--- src/rtl/instruction_fetch_unit.sv ---
// instruction_fetch_unit
//   Fetches 32-bit instruction words from instruction memory and hands them to
//   decode through a 2-entry {word, pc} buffer. A 2-entry in-flight PC queue
//   tags each in-order memory response with its fetch address. Redirects from
//   decode withdraw the pending request, clear the buffer and drop responses
//   that are still in flight (FLUSH state).
//
//   Optional feature macro: FETCH_MISALIGN_TRAP_EN
//     defined   : a redirect with redirect_pc[1:0] != 0 halts fetching (HALT
//                 state) and raises a sticky fetch_fault until reset.
//     undefined : redirect_pc[1:0] is forced to 2'b00 and fetch_fault is 0.
module instruction_fetch_unit #(
    parameter logic [31:0] RESET_PC = 32'h0000_0000
) (
    input  logic        clock,
    input  logic        reset_n,
    output logic        imem_req_valid,
    input  logic        imem_req_ready,
    output logic [31:0] imem_req_addr,
    input  logic        imem_resp_valid,
    input  logic [31:0] imem_resp_data,
    input  logic        redirect_valid,
    input  logic [31:0] redirect_pc,
    output logic        instr_valid,
    input  logic        instr_ready,
    output logic [31:0] instruction,
    output logic [31:0] instr_pc,
    output logic        fetch_fault
);

    localparam logic [31:0] NOP_WORD = 32'h0000_0013;

`ifdef FETCH_MISALIGN_TRAP_EN
    typedef enum logic [1:0] {
        ST_FETCH = 2'd0,
        ST_FLUSH = 2'd1,
        ST_HALT  = 2'd2
    } state_e;
`else
    typedef enum logic [1:0] {
        ST_FETCH = 2'd0,
        ST_FLUSH = 2'd1
    } state_e;
`endif

    state_e      state_q, state_d;
    logic [31:0] fetch_pc_q, fetch_pc_d;
    logic        started_q;

    // instruction buffer (circular, 2 entries)
    logic [31:0] buf_word_q [2];
    logic [31:0] buf_pc_q   [2];
    logic        buf_rd_q, buf_rd_d;
    logic [1:0]  buf_cnt_q, buf_cnt_d;

    // in-flight PC queue (circular, 2 entries)
    logic [31:0] ifq_pc_q [2];
    logic        ifq_rd_q, ifq_rd_d;
    logic [1:0]  out_cnt_q, out_cnt_d;

    logic [1:0]  discard_cnt_q, discard_cnt_d;

`ifdef FETCH_MISALIGN_TRAP_EN
    logic        fault_q, fault_d;
    logic        misalign_s;
`endif

    logic        req_valid_s;
    logic        fire_s;
    logic        resp_take_s;
    logic        push_s;
    logic        pop_s;
    logic [2:0]  occupancy_s;
    logic [31:0] redirect_tgt_s;
    logic        buf_wr_s;
    logic        ifq_wr_s;

    // A pop frees a slot this same cycle, which is what allows one request
    // per cycle in steady state with single-cycle memory.
    assign pop_s          = (buf_cnt_q != 2'd0) && instr_ready;
    assign occupancy_s    = {1'b0, buf_cnt_q} + {1'b0, out_cnt_q} - {2'b00, pop_s};
    assign redirect_tgt_s = redirect_pc & 32'hFFFF_FFFC;
    // Tail slot; when full the tail equals the head being popped this cycle.
    assign buf_wr_s       = buf_rd_q ^ buf_cnt_q[0];
    assign ifq_wr_s       = ifq_rd_q ^ out_cnt_q[0];
`ifdef FETCH_MISALIGN_TRAP_EN
    assign misalign_s     = (redirect_pc[1:0] != 2'b00);
`endif

    // Next-state logic for the fetch FSM, queues and counters.
    always_comb begin
        state_d       = state_q;
        fetch_pc_d    = fetch_pc_q;
        buf_rd_d      = buf_rd_q;
        buf_cnt_d     = buf_cnt_q;
        ifq_rd_d      = ifq_rd_q;
        out_cnt_d     = out_cnt_q;
        discard_cnt_d = discard_cnt_q;
        req_valid_s   = 1'b0;
        fire_s        = 1'b0;
        resp_take_s   = 1'b0;
        push_s        = 1'b0;
`ifdef FETCH_MISALIGN_TRAP_EN
        fault_d       = fault_q;
`endif
        case (state_q)
            ST_FETCH: begin
                if (redirect_valid) begin
                    // Request withdrawn, buffer and in-flight queue emptied;
                    // the in-flight responses become discards.
                    fetch_pc_d = redirect_tgt_s;
                    buf_cnt_d  = 2'd0;
                    buf_rd_d   = 1'b0;
                    out_cnt_d  = 2'd0;
                    ifq_rd_d   = 1'b0;
                    if (imem_resp_valid && (out_cnt_q != 2'd0)) begin
                        discard_cnt_d = out_cnt_q - 2'd1;
                    end else begin
                        discard_cnt_d = out_cnt_q;
                    end
`ifdef FETCH_MISALIGN_TRAP_EN
                    if (misalign_s) begin
                        state_d       = ST_HALT;
                        fault_d       = 1'b1;
                        discard_cnt_d = 2'd0;
                    end else begin
                        state_d = (discard_cnt_d != 2'd0) ? ST_FLUSH : ST_FETCH;
                    end
`else
                    state_d = (discard_cnt_d != 2'd0) ? ST_FLUSH : ST_FETCH;
`endif
                end else begin
                    req_valid_s = started_q && (occupancy_s < 3'd2);
                    fire_s      = req_valid_s && imem_req_ready;
                    resp_take_s = imem_resp_valid && (out_cnt_q != 2'd0);
                    push_s      = resp_take_s;
                    fetch_pc_d  = fire_s ? (fetch_pc_q + 32'd4) : fetch_pc_q;
                    out_cnt_d   = out_cnt_q + {1'b0, fire_s} - {1'b0, resp_take_s};
                    ifq_rd_d    = resp_take_s ? ~ifq_rd_q : ifq_rd_q;
                    buf_cnt_d   = buf_cnt_q + {1'b0, push_s} - {1'b0, pop_s};
                    buf_rd_d    = pop_s ? ~buf_rd_q : buf_rd_q;
                end
            end
            ST_FLUSH: begin
                buf_cnt_d = 2'd0;
                buf_rd_d  = 1'b0;
                out_cnt_d = 2'd0;
                ifq_rd_d  = 1'b0;
                if (imem_resp_valid && (discard_cnt_q != 2'd0)) begin
                    discard_cnt_d = discard_cnt_q - 2'd1;
                end else begin
                    discard_cnt_d = discard_cnt_q;
                end
                fetch_pc_d = redirect_valid ? redirect_tgt_s : fetch_pc_q;
`ifdef FETCH_MISALIGN_TRAP_EN
                if (redirect_valid && misalign_s) begin
                    state_d       = ST_HALT;
                    fault_d       = 1'b1;
                    discard_cnt_d = 2'd0;
                end else begin
                    state_d = (discard_cnt_d == 2'd0) ? ST_FETCH : ST_FLUSH;
                end
`else
                state_d = (discard_cnt_d == 2'd0) ? ST_FETCH : ST_FLUSH;
`endif
            end
`ifdef FETCH_MISALIGN_TRAP_EN
            ST_HALT: begin
                state_d       = ST_HALT;
                buf_cnt_d     = 2'd0;
                buf_rd_d      = 1'b0;
                out_cnt_d     = 2'd0;
                ifq_rd_d      = 1'b0;
                discard_cnt_d = 2'd0;
                fault_d       = 1'b1;
            end
`endif
            default: begin
                state_d       = ST_FETCH;
                buf_cnt_d     = 2'd0;
                buf_rd_d      = 1'b0;
                out_cnt_d     = 2'd0;
                ifq_rd_d      = 1'b0;
                discard_cnt_d = 2'd0;
            end
        endcase
    end

    // Control state registers.
    always_ff @(posedge clock or negedge reset_n) begin
        if (!reset_n) begin
            state_q       <= ST_FETCH;
            fetch_pc_q    <= RESET_PC;
            started_q     <= 1'b0;
            buf_rd_q      <= 1'b0;
            buf_cnt_q     <= 2'd0;
            ifq_rd_q      <= 1'b0;
            out_cnt_q     <= 2'd0;
            discard_cnt_q <= 2'd0;
        end else begin
            state_q       <= state_d;
            fetch_pc_q    <= fetch_pc_d;
            started_q     <= 1'b1;
            buf_rd_q      <= buf_rd_d;
            buf_cnt_q     <= buf_cnt_d;
            ifq_rd_q      <= ifq_rd_d;
            out_cnt_q     <= out_cnt_d;
            discard_cnt_q <= discard_cnt_d;
        end
    end

`ifdef FETCH_MISALIGN_TRAP_EN
    // Sticky misaligned-redirect fault, cleared only by reset.
    always_ff @(posedge clock or negedge reset_n) begin
        if (!reset_n) begin
            fault_q <= 1'b0;
        end else begin
            fault_q <= fault_d;
        end
    end
`endif

    // Storage for buffered words and in-flight fetch addresses.
    always_ff @(posedge clock or negedge reset_n) begin
        if (!reset_n) begin
            buf_word_q[0] <= 32'd0;
            buf_word_q[1] <= 32'd0;
            buf_pc_q[0]   <= 32'd0;
            buf_pc_q[1]   <= 32'd0;
            ifq_pc_q[0]   <= 32'd0;
            ifq_pc_q[1]   <= 32'd0;
        end else begin
            if (push_s) begin
                buf_word_q[buf_wr_s] <= imem_resp_data;
                buf_pc_q[buf_wr_s]   <= ifq_pc_q[ifq_rd_q];
            end
            if (fire_s) begin
                ifq_pc_q[ifq_wr_s] <= fetch_pc_q;
            end
        end
    end

    assign imem_req_valid = req_valid_s;
    assign imem_req_addr  = fetch_pc_q;
    assign instr_valid    = (buf_cnt_q != 2'd0);
    assign instruction    = instr_valid ? buf_word_q[buf_rd_q] : NOP_WORD;
    assign instr_pc       = instr_valid ? buf_pc_q[buf_rd_q] : 32'd0;
`ifdef FETCH_MISALIGN_TRAP_EN
    assign fetch_fault    = fault_q;
`else
    assign fetch_fault    = 1'b0;
`endif

endmodule

--- config.mk ---
export PLATFORM = sky130hd
export DESIGN_NAME = instruction_fetch_unit
export DESIGN_NICKNAME = d
export VERILOG_FILES = /design/src/rtl/instruction_fetch_unit.sv
export SDC_FILE = /design/constraint.sdc
export NUM_CORES = 1
export LEC_CHECK = 0
export CELL_PAD_IN_SITES_DETAIL_PLACEMENT = 1
export CELL_PAD_IN_SITES_GLOBAL_PLACEMENT = 1
export CORE_MARGIN = 5
export CORE_UTILIZATION = 40
export CTS_BUF_LIST = sky130_fd_sc_hd__clkbuf_8
export DETAILED_ROUTE_END_ITERATION = 8
export PLACE_DENSITY_LB_ADDON = 0.2
export SLEW_MARGIN = 5
export SYNTH_ARGS = -nofsm -noshare
export SYNTH_HDL_FRONTEND = slang
export SYNTH_SLANG_ARGS = --single-unit
--- constraint.sdc ---
create_clock -name clock -period 2.65 [get_ports clock]
set_input_delay 0.53 -clock clock [delete_from_list [all_inputs] [get_ports clock]]
set_output_delay 0.53 -clock clock [all_outputs]
set_load 0.1 [all_outputs]
==> results of run 1 <==
==> critical path: stages, from the launching register on <==
cell	delay [ps]
dfrtp_1	400
nor2_4	140
clkinvlp_4	110
nand2_2	80
nor2_2	40
fa_2	540
and2_4	150
and3_4	210
buf_12	170
==> area by class of cell <==
type                            instances  area (um2)
Multi-Input combinational cell        623        4827
Tap cell                              335       419.2
Clock inverter                         18       96.34
Fill cell                            2665       11660
Inverter                               14       56.30
Timing Repair Buffer                  210        2709
Sequential cell                       224        5609
Clock buffer                           44       605.6
==> logic make-up (layout without fill, tap and decap cells) <==
kind of cell / after synthesis / count (layout) / synth area share (%)
compound gates: 103 / 103 / 5.315
xor+xnor: 37 / 37 / 3.087
fa+ha+maj: 9 / 9 / 1.144
buf+inv: 73 / 286 / 3.277
flops: 224 / 224 / 53.39
mux: 218 / 218 / 22.99
other cells: 2 / 6 / 0.07153
simple gates: 250 / 250 / 10.73
==> flip-flops by register name, summed over array words and instances, names as in the netlist <==
signal	flops
buf_cnt_q	2
buf_pc_q	60
buf_rd_q	1
buf_word_q	64
discard_cnt_q	2
ifq_pc_q	60
ifq_rd_q	1
imem_req_addr	30
out_cnt_q	2
started_q	1
state_q	1
==> layout by cell type (no fill, tap or decap), drive strengths merged, types with 3 or more instances in the layout <==
cell           instances
nor3                   9
nor4                   3
nand2                108
or2                    3
clkdlybuf4s50         64
nor2                  80
clkbuf                44
a21oi                  3
xnor2                 19
nand3                 15
o21ai                 90
and2                   6
ha                     8
mux2                 125
conb                   6
nand4                 14
inv                   28
dfrtp                224
mux2i                 93
buf                  144
xor2                  18
==> report_power, final <==
group	total, uW	switching, uW	internal, uW
Clock	2900	1310	1590
Sequential	5500	787	4710
Combinational	7290	4340	2950
==> worst paths after layout <==
check	startpoint	endpoint	slack (ps)	cells after the start
max in group asynchronous	reset_n	ifq_pc_q[26]	1270	3
hold reg to reg	buf_pc_q[22]	buf_pc_q[22]	480	2
min in group asynchronous	reset_n	buf_word_q[59]	580	2
setup / recovery	buf_cnt_q[0]	imem_req_valid	-250	8
hold / removal	buf_pc_q[22]	buf_pc_q[22]	480	2
setup reg to reg	buf_cnt_q[0]	ifq_pc_q[10]	-130	12
==> stage by stage <==
stage	utilization, %	std cells	area [um2]
4_1_cts	54.64	1462	14200
3_3_place_gp	51.79	1398	13460
6_report	55.12	1468	14320
2_1_floorplan	-	920	10730
3_5_place_dp	51.79	1398	13460
5_1_grt	55.12	1468	14320
==> per-layer routing <==
metal	share of wire, %	vias to the layer above	track usage, %
met1	47	3698	25.38
met4	1.8	0	4.170
met5	0	-	0
met3	4.6	37	3.224
li1	-	3528	-
met2	47	177	28.38
==> what timing repair did <==
action,4_1_cts,5_1_grt
buffers inserted,1,4
hold buffers,1,0
hold endpoints to repair,39,0
cloned,0,2
pin swaps,0,3
gates resized for setup,4,22
setup endpoints to repair,83,107
==> results.yml, run 1 <==
status:
  run_status: "complete, but fails checks"
  violations: "setup timing"
drt:
  post_drt_wl_per_cell_um: 18.20
  first_pass_iters: 4
  drc: 0
  first_iter_violations: 233
  finalWirelength_um: 26710
  viasPerCell: 5.068
  ant_nets: 0
  vias: 7440
grt:
  globalRouteTotalUtil_pct: 17.76
  grt_pass1_wl_um: 42410
  grt_overflow: 0
  grt_max_degree: 73
  antenna_found_initial: 0
  grt_pass1_vias: 8001
die:
  fp.dieW_um: 172.0
  ios: 169
  die_area_um2: 29590
  row_count: 59
  coreArea_um2: 25980
  initial_core_util_pct: 40.40
  die_h_um: 172.0
yosys:
  ys_seq_area_share_pct: 53.39
  synth_seq_cells: 224
  ys.flop_type: "dfrtp_1"
  synthTopCellsByCount: "dfrtp_1, nand2_1, mux2_2"
  yosysWarnings: 0
  syn_avg_cell_area_um2: 11.46
  yosysMostFrequentCell: "dfrtp_1"
  ys_top_cells_by_area: "dfrtp_1, mux2_2, mux2i_1, o21ai_0, nand2_1"
  synth_top_cell_by_area: "dfrtp_1"
  netlist-cell-type-count: 53
  synth_top_area_share_pct: 53.39
  netlist_area_um2: 10500
  async_flop_share_pct: 100.0
  synth_edf_count: 0
  syn_inst: 916
setup_path:
  critical_path_arrival_ps: 2370
  endpoint_kind: "output pin"
  required_ps: 2120
  critPathKind: "flop to output pin"
  start_kind: "flop"
  crit_path_max_fanout: 3
timing:
  relSlewSlack_pct: 31.56
  fin_setup_tns_ps: -11250
  worstMarginPinSlew_ps: 1027
  setup_ws_ps: -251.1
  fin_crit_ps: 2901
  min_period_over_period_pct: 109.5
  finalSetupViolCount: 120
  drv_slew: 0
  hold_viol_final: 0
  max_freq_mhz: 344.7
  worst_hold_slack_ps: 476.4
  skew_ps: 23.67
  rsz0062_at_grt: "yes"
min_path:
  hold_class: "flop to flop"
placement:
  port_buffers: 161
  pre_cts_slack_ps: -511.0
  gp_congestion: 0.7802
  place_hpwl_um: 18590
flow_run:
  drv_cap: 0
pwr:
  p_per_area_nw_per_um2: 1096
  p_leak_uw: 0.006211
  total_power_uw: 15700
  ir_worst_vdd_v: 0.0006285
clocking:
  cts_htree_levels: 2
  numCtsBuffers: 40
  clock_path_buffers: 3
  cts.sinks: 224
  root_buffer: "clkbuf_8"
  insertion_delay_ps: 510
  cts_tree: "built"
  clk_pin_slew_ps: 50
final_layout:
  area_growth_pct: 36.42
  drive_above_1_share_pct: 35.48
  diodes: 0
  fin_nets: 1192
No activity file was read; power rests on OpenSTA's default activity.
==> inputs of run 2 (changes only) <==
--- a/config.mk
+++ b/config.mk
@@ -5,11 +5,13 @@
 export SDC_FILE = /design/constraint.sdc
 export NUM_CORES = 1
 export LEC_CHECK = 0
+export ABC_AREA = 1
 export CELL_PAD_IN_SITES_DETAIL_PLACEMENT = 1
 export CELL_PAD_IN_SITES_GLOBAL_PLACEMENT = 1
 export CORE_MARGIN = 5
-export CORE_UTILIZATION = 40
+export CORE_UTILIZATION = 37
 export CTS_BUF_LIST = sky130_fd_sc_hd__clkbuf_8
+export CTS_CLUSTER_DIAMETER = 30
 export DETAILED_ROUTE_END_ITERATION = 8
 export PLACE_DENSITY_LB_ADDON = 0.2
 export SLEW_MARGIN = 5
==> results.yml, run 2 <==
status:
  run_status: "complete, but fails checks"
  violations: "setup timing"
pwr:
  p_per_area_nw_per_um2: 1262
  p_leak_uw: 0.007971
  ir_worst_vdd_v: 0.0009441
  total_power_uw: 20710
final_layout:
  nFillCells: 3480
  utilization_pct: 55.25
  drive_above_1_share_pct: 26.17
  multi_input_area_um2: 5373
  mostFrequentLayoutCells: "nand2_1, dfrtp_1, o21ai_0"
  final_common_cell: "nand2_1"
  reg_top3: "buf_word_q (64), buf_pc_q (60), ifq_pc_q (60)"
  top_register: "buf_word_q"
  diodes: 0
  area_growth_pct: 46.95
  largest_register_ffs: 64
  seq_area_um2: 5610
  fin_nets: 1771
setup_path:
  r2r_end: "ifq_pc_q[21]"
  cp_top_family: "simple AND/OR/NAND/NOR gates"
  cp_cell_sequence: "nor2_4, inv_2, nand2_4, inv_2, nor2_2, o21ai_2, fa_1, nand4_1, nor2_4, buf_6, buf_6, buf_6, buf_6, nand2_8, buf_6, nor2_4, clkbuf_16, nand2_2, nand2_1"
  critPathKind: "flop to flop"
  endpoint_kind: "flop"
  path_buf_inv: 8
  worst_path_largest_cell_delay_ps: 520
  critPathSlowestCell: "fa_1"
  crit_top_cell: "buf_6"
  critical_path_arrival_ps: 3580
  reg2reg_slack_ps: -440
  crit_path_max_fanout: 8
  r2r-start: "buf_cnt_q[0]"
  required_ps: 3140
  reg2regPathDepth: 19
  start_kind: "flop"
yosys:
  async_flop_share_pct: 100.0
  ys.flop_type: "dfrtp_1"
  synth_seq_cells: 224
  synthTopCellsByCount: "nand2_1, dfrtp_1, o21ai_0"
  ys_top_cells_by_area: "dfrtp_1, nand2_1, o21ai_0, inv_1, a21oi_1"
  syn_avg_cell_area_um2: 7.509
  synth_xor_area_share_pct: 1.008
  synth_top_family_by_area: "simple AND/OR/NAND/NOR gates"
  synth_top_area_share_pct: 50.17
  synth_compound_area_share_pct: 14.39
  netlist-cell-type-count: 32
  yosysMostFrequentCell: "nand2_1"
  ys_seq_area_share_pct: 50.17
  synth-adder-area-share_pct: 1.075
  synth_edf_count: 0
  syn_inst: 1488
  yosysWarnings: 0
  synth_top_cell_by_area: "dfrtp_1"
  netlist_area_um2: 11170
  synthMuxAreaShare_pct: 0
  synth_simple_gate_area_share_pct: 24.10
clocking:
  insertion_delay_ps: 580
  cts_tree: "built"
  cts_htree_levels: 2
  clk_pin_slew_ps: 60
  clock_path_buffers: 3
  numCtsBuffers: 53
  cts.sinks: 224
  root_buffer: "clkbuf_8"
grt:
  antenna_found_initial: 0
  grt_pass1_vias: 11170
  grt_pass1_wl_um: 56320
  grt_overflow: 0
  grt_max_degree: 76
  globalRouteTotalUtil_pct: 20.16
drt:
  drc: 0
  finalWirelength_um: 39160
  first_iter_violations: 569
  post_drt_wl_per_cell_um: 18.43
  vias: 10810
  first_pass_iters: 5
  ant_nets: 0
  viasPerCell: 5.086
timing:
  fin_crit_ps: 3085
  hold_viol_final: 0
  relSlewSlack_pct: 57.10
  setup_ws_ps: -435.3
  drv_slew: 0
  max_freq_mhz: 324.1
  worstMarginPinSlew_ps: 643.4
  fin_setup_tns_ps: -26900
  rsz0062_at_grt: "yes"
  min_period_over_period_pct: 116.4
  skew_ps: 23.81
  finalSetupViolCount: 96
placement:
  pre_cts_slack_ps: -315.1
  place_hpwl_um: 23040
  gp_congestion: 0.7952
  port_buffers: 161
die:
  initial_core_util_pct: 37.60
  row_count: 63
  die_h_um: 183.8
  ios: 169
  coreArea_um2: 29720
  fp.dieW_um: 183.8
  die_area_um2: 33770
min_path:
  hold_path_startpoint: "buf_pc_q[61]"
  min_path_cells: 2
  whs_endpoint: "buf_pc_q[61]"
  hold_class: "flop to flop"
flow_run:
  drv_cap: 0
## run 2: cell count changes in the layout (fill, tap and decap cells not counted), sizes merged, moves of 12 or more
cell,before,now
clkbuf,44,80
xnor2,19,7
a21oi,3,62
nand2,108,584
mux2i,93,0
xor2,18,5
nand4,14,2
nand3,15,38
inv,28,162
nor2,80,59
mux2,125,0
o21ai,90,251
## run 2: kinds of logic (layout without fill, tap and decap cells)
| group | Yosys count | in the layout |
|---|---|---|
| AND/OR/NAND/NOR | 688 | 688 |
| adder cells (fa/ha/maj) | 9 | 9 |
| XOR/XNOR | 12 | 12 |
| AO/OA/AOI/OAI | 317 | 317 |
| other | 2 | 6 |
| flip-flops | 224 | 224 |
| buffers and inverters | 236 | 479 |
## run 2: area by class of cell
cell class              count  share of cell area, %
clock inverters            29                  1.311
clock buffers              69                  5.784
repair buffers            232                  19.64
inverters                 149                  3.406
well taps                 390                  2.972
multi-input cells        1032                  32.72
flip-flops and latches    224                  34.17
## run 2: routing by layer
layer	routed length (um)	part of all wire [%]	track usage [%]	vias up
met3	1507	3.8	3.047	70
met2	19690	50	34.11	245
li1	-	-	-	5091
met5	0	0	0	-
met4	934	2.4	4.910	0
met1	17030	43	27.38	5402
## run 2: worst min-delay path: stages, from the launching register on
cell and delay (ps):
dfrtp_1 330, nand2_1 60, nand2_1 50
## run 2: metrics by stage
step	hold WS [ps]	instance area [um2]	instances
floorplan	234.4	11470	1492
global placement	457.0	14090	1993
detailed placement	460.4	14090	1993
CTS	476.0	15300	2095
global route	500.5	16420	2125
finish	473.3	16420	2125
## run 2: worst max path at each step
stage / start / end / slack [ps] / depth (start not counted)
finish: buf_cnt_q[0] / ifq_pc_q[21] / -440 / 19
global placement: instr_ready / out_cnt_q[1] / -300 / 13
detailed placement: instr_ready / out_cnt_q[1] / -320 / 13
floorplan: buf_rd_q / instr_pc[22] / -300 / 3
global route: buf_cnt_q[0] / ifq_pc_q[3] / -600 / 19
CTS: buf_cnt_q[1] / imem_req_valid / -370 / 10
## run 2: what timing repair did
action                     in CTS  in global routing
buffers inserted                3                 14
hold endpoints to repair       70                  0
pin swaps                       1                 38
hold buffers                    1                  0
setup endpoints to repair      51                113
gates resized for setup         2                224
cloned                          0                 16
## run 2: report_power, final
| part | internal [uW] | total, uW | switching [uW] |
|---|---|---|---|
| logic | 3170 | 10100 | 6920 |
| registers | 4880 | 6310 | 1420 |
| clock network | 2630 | 4320 | 1690 |
| total | 10700 | 20700 | 10000 |
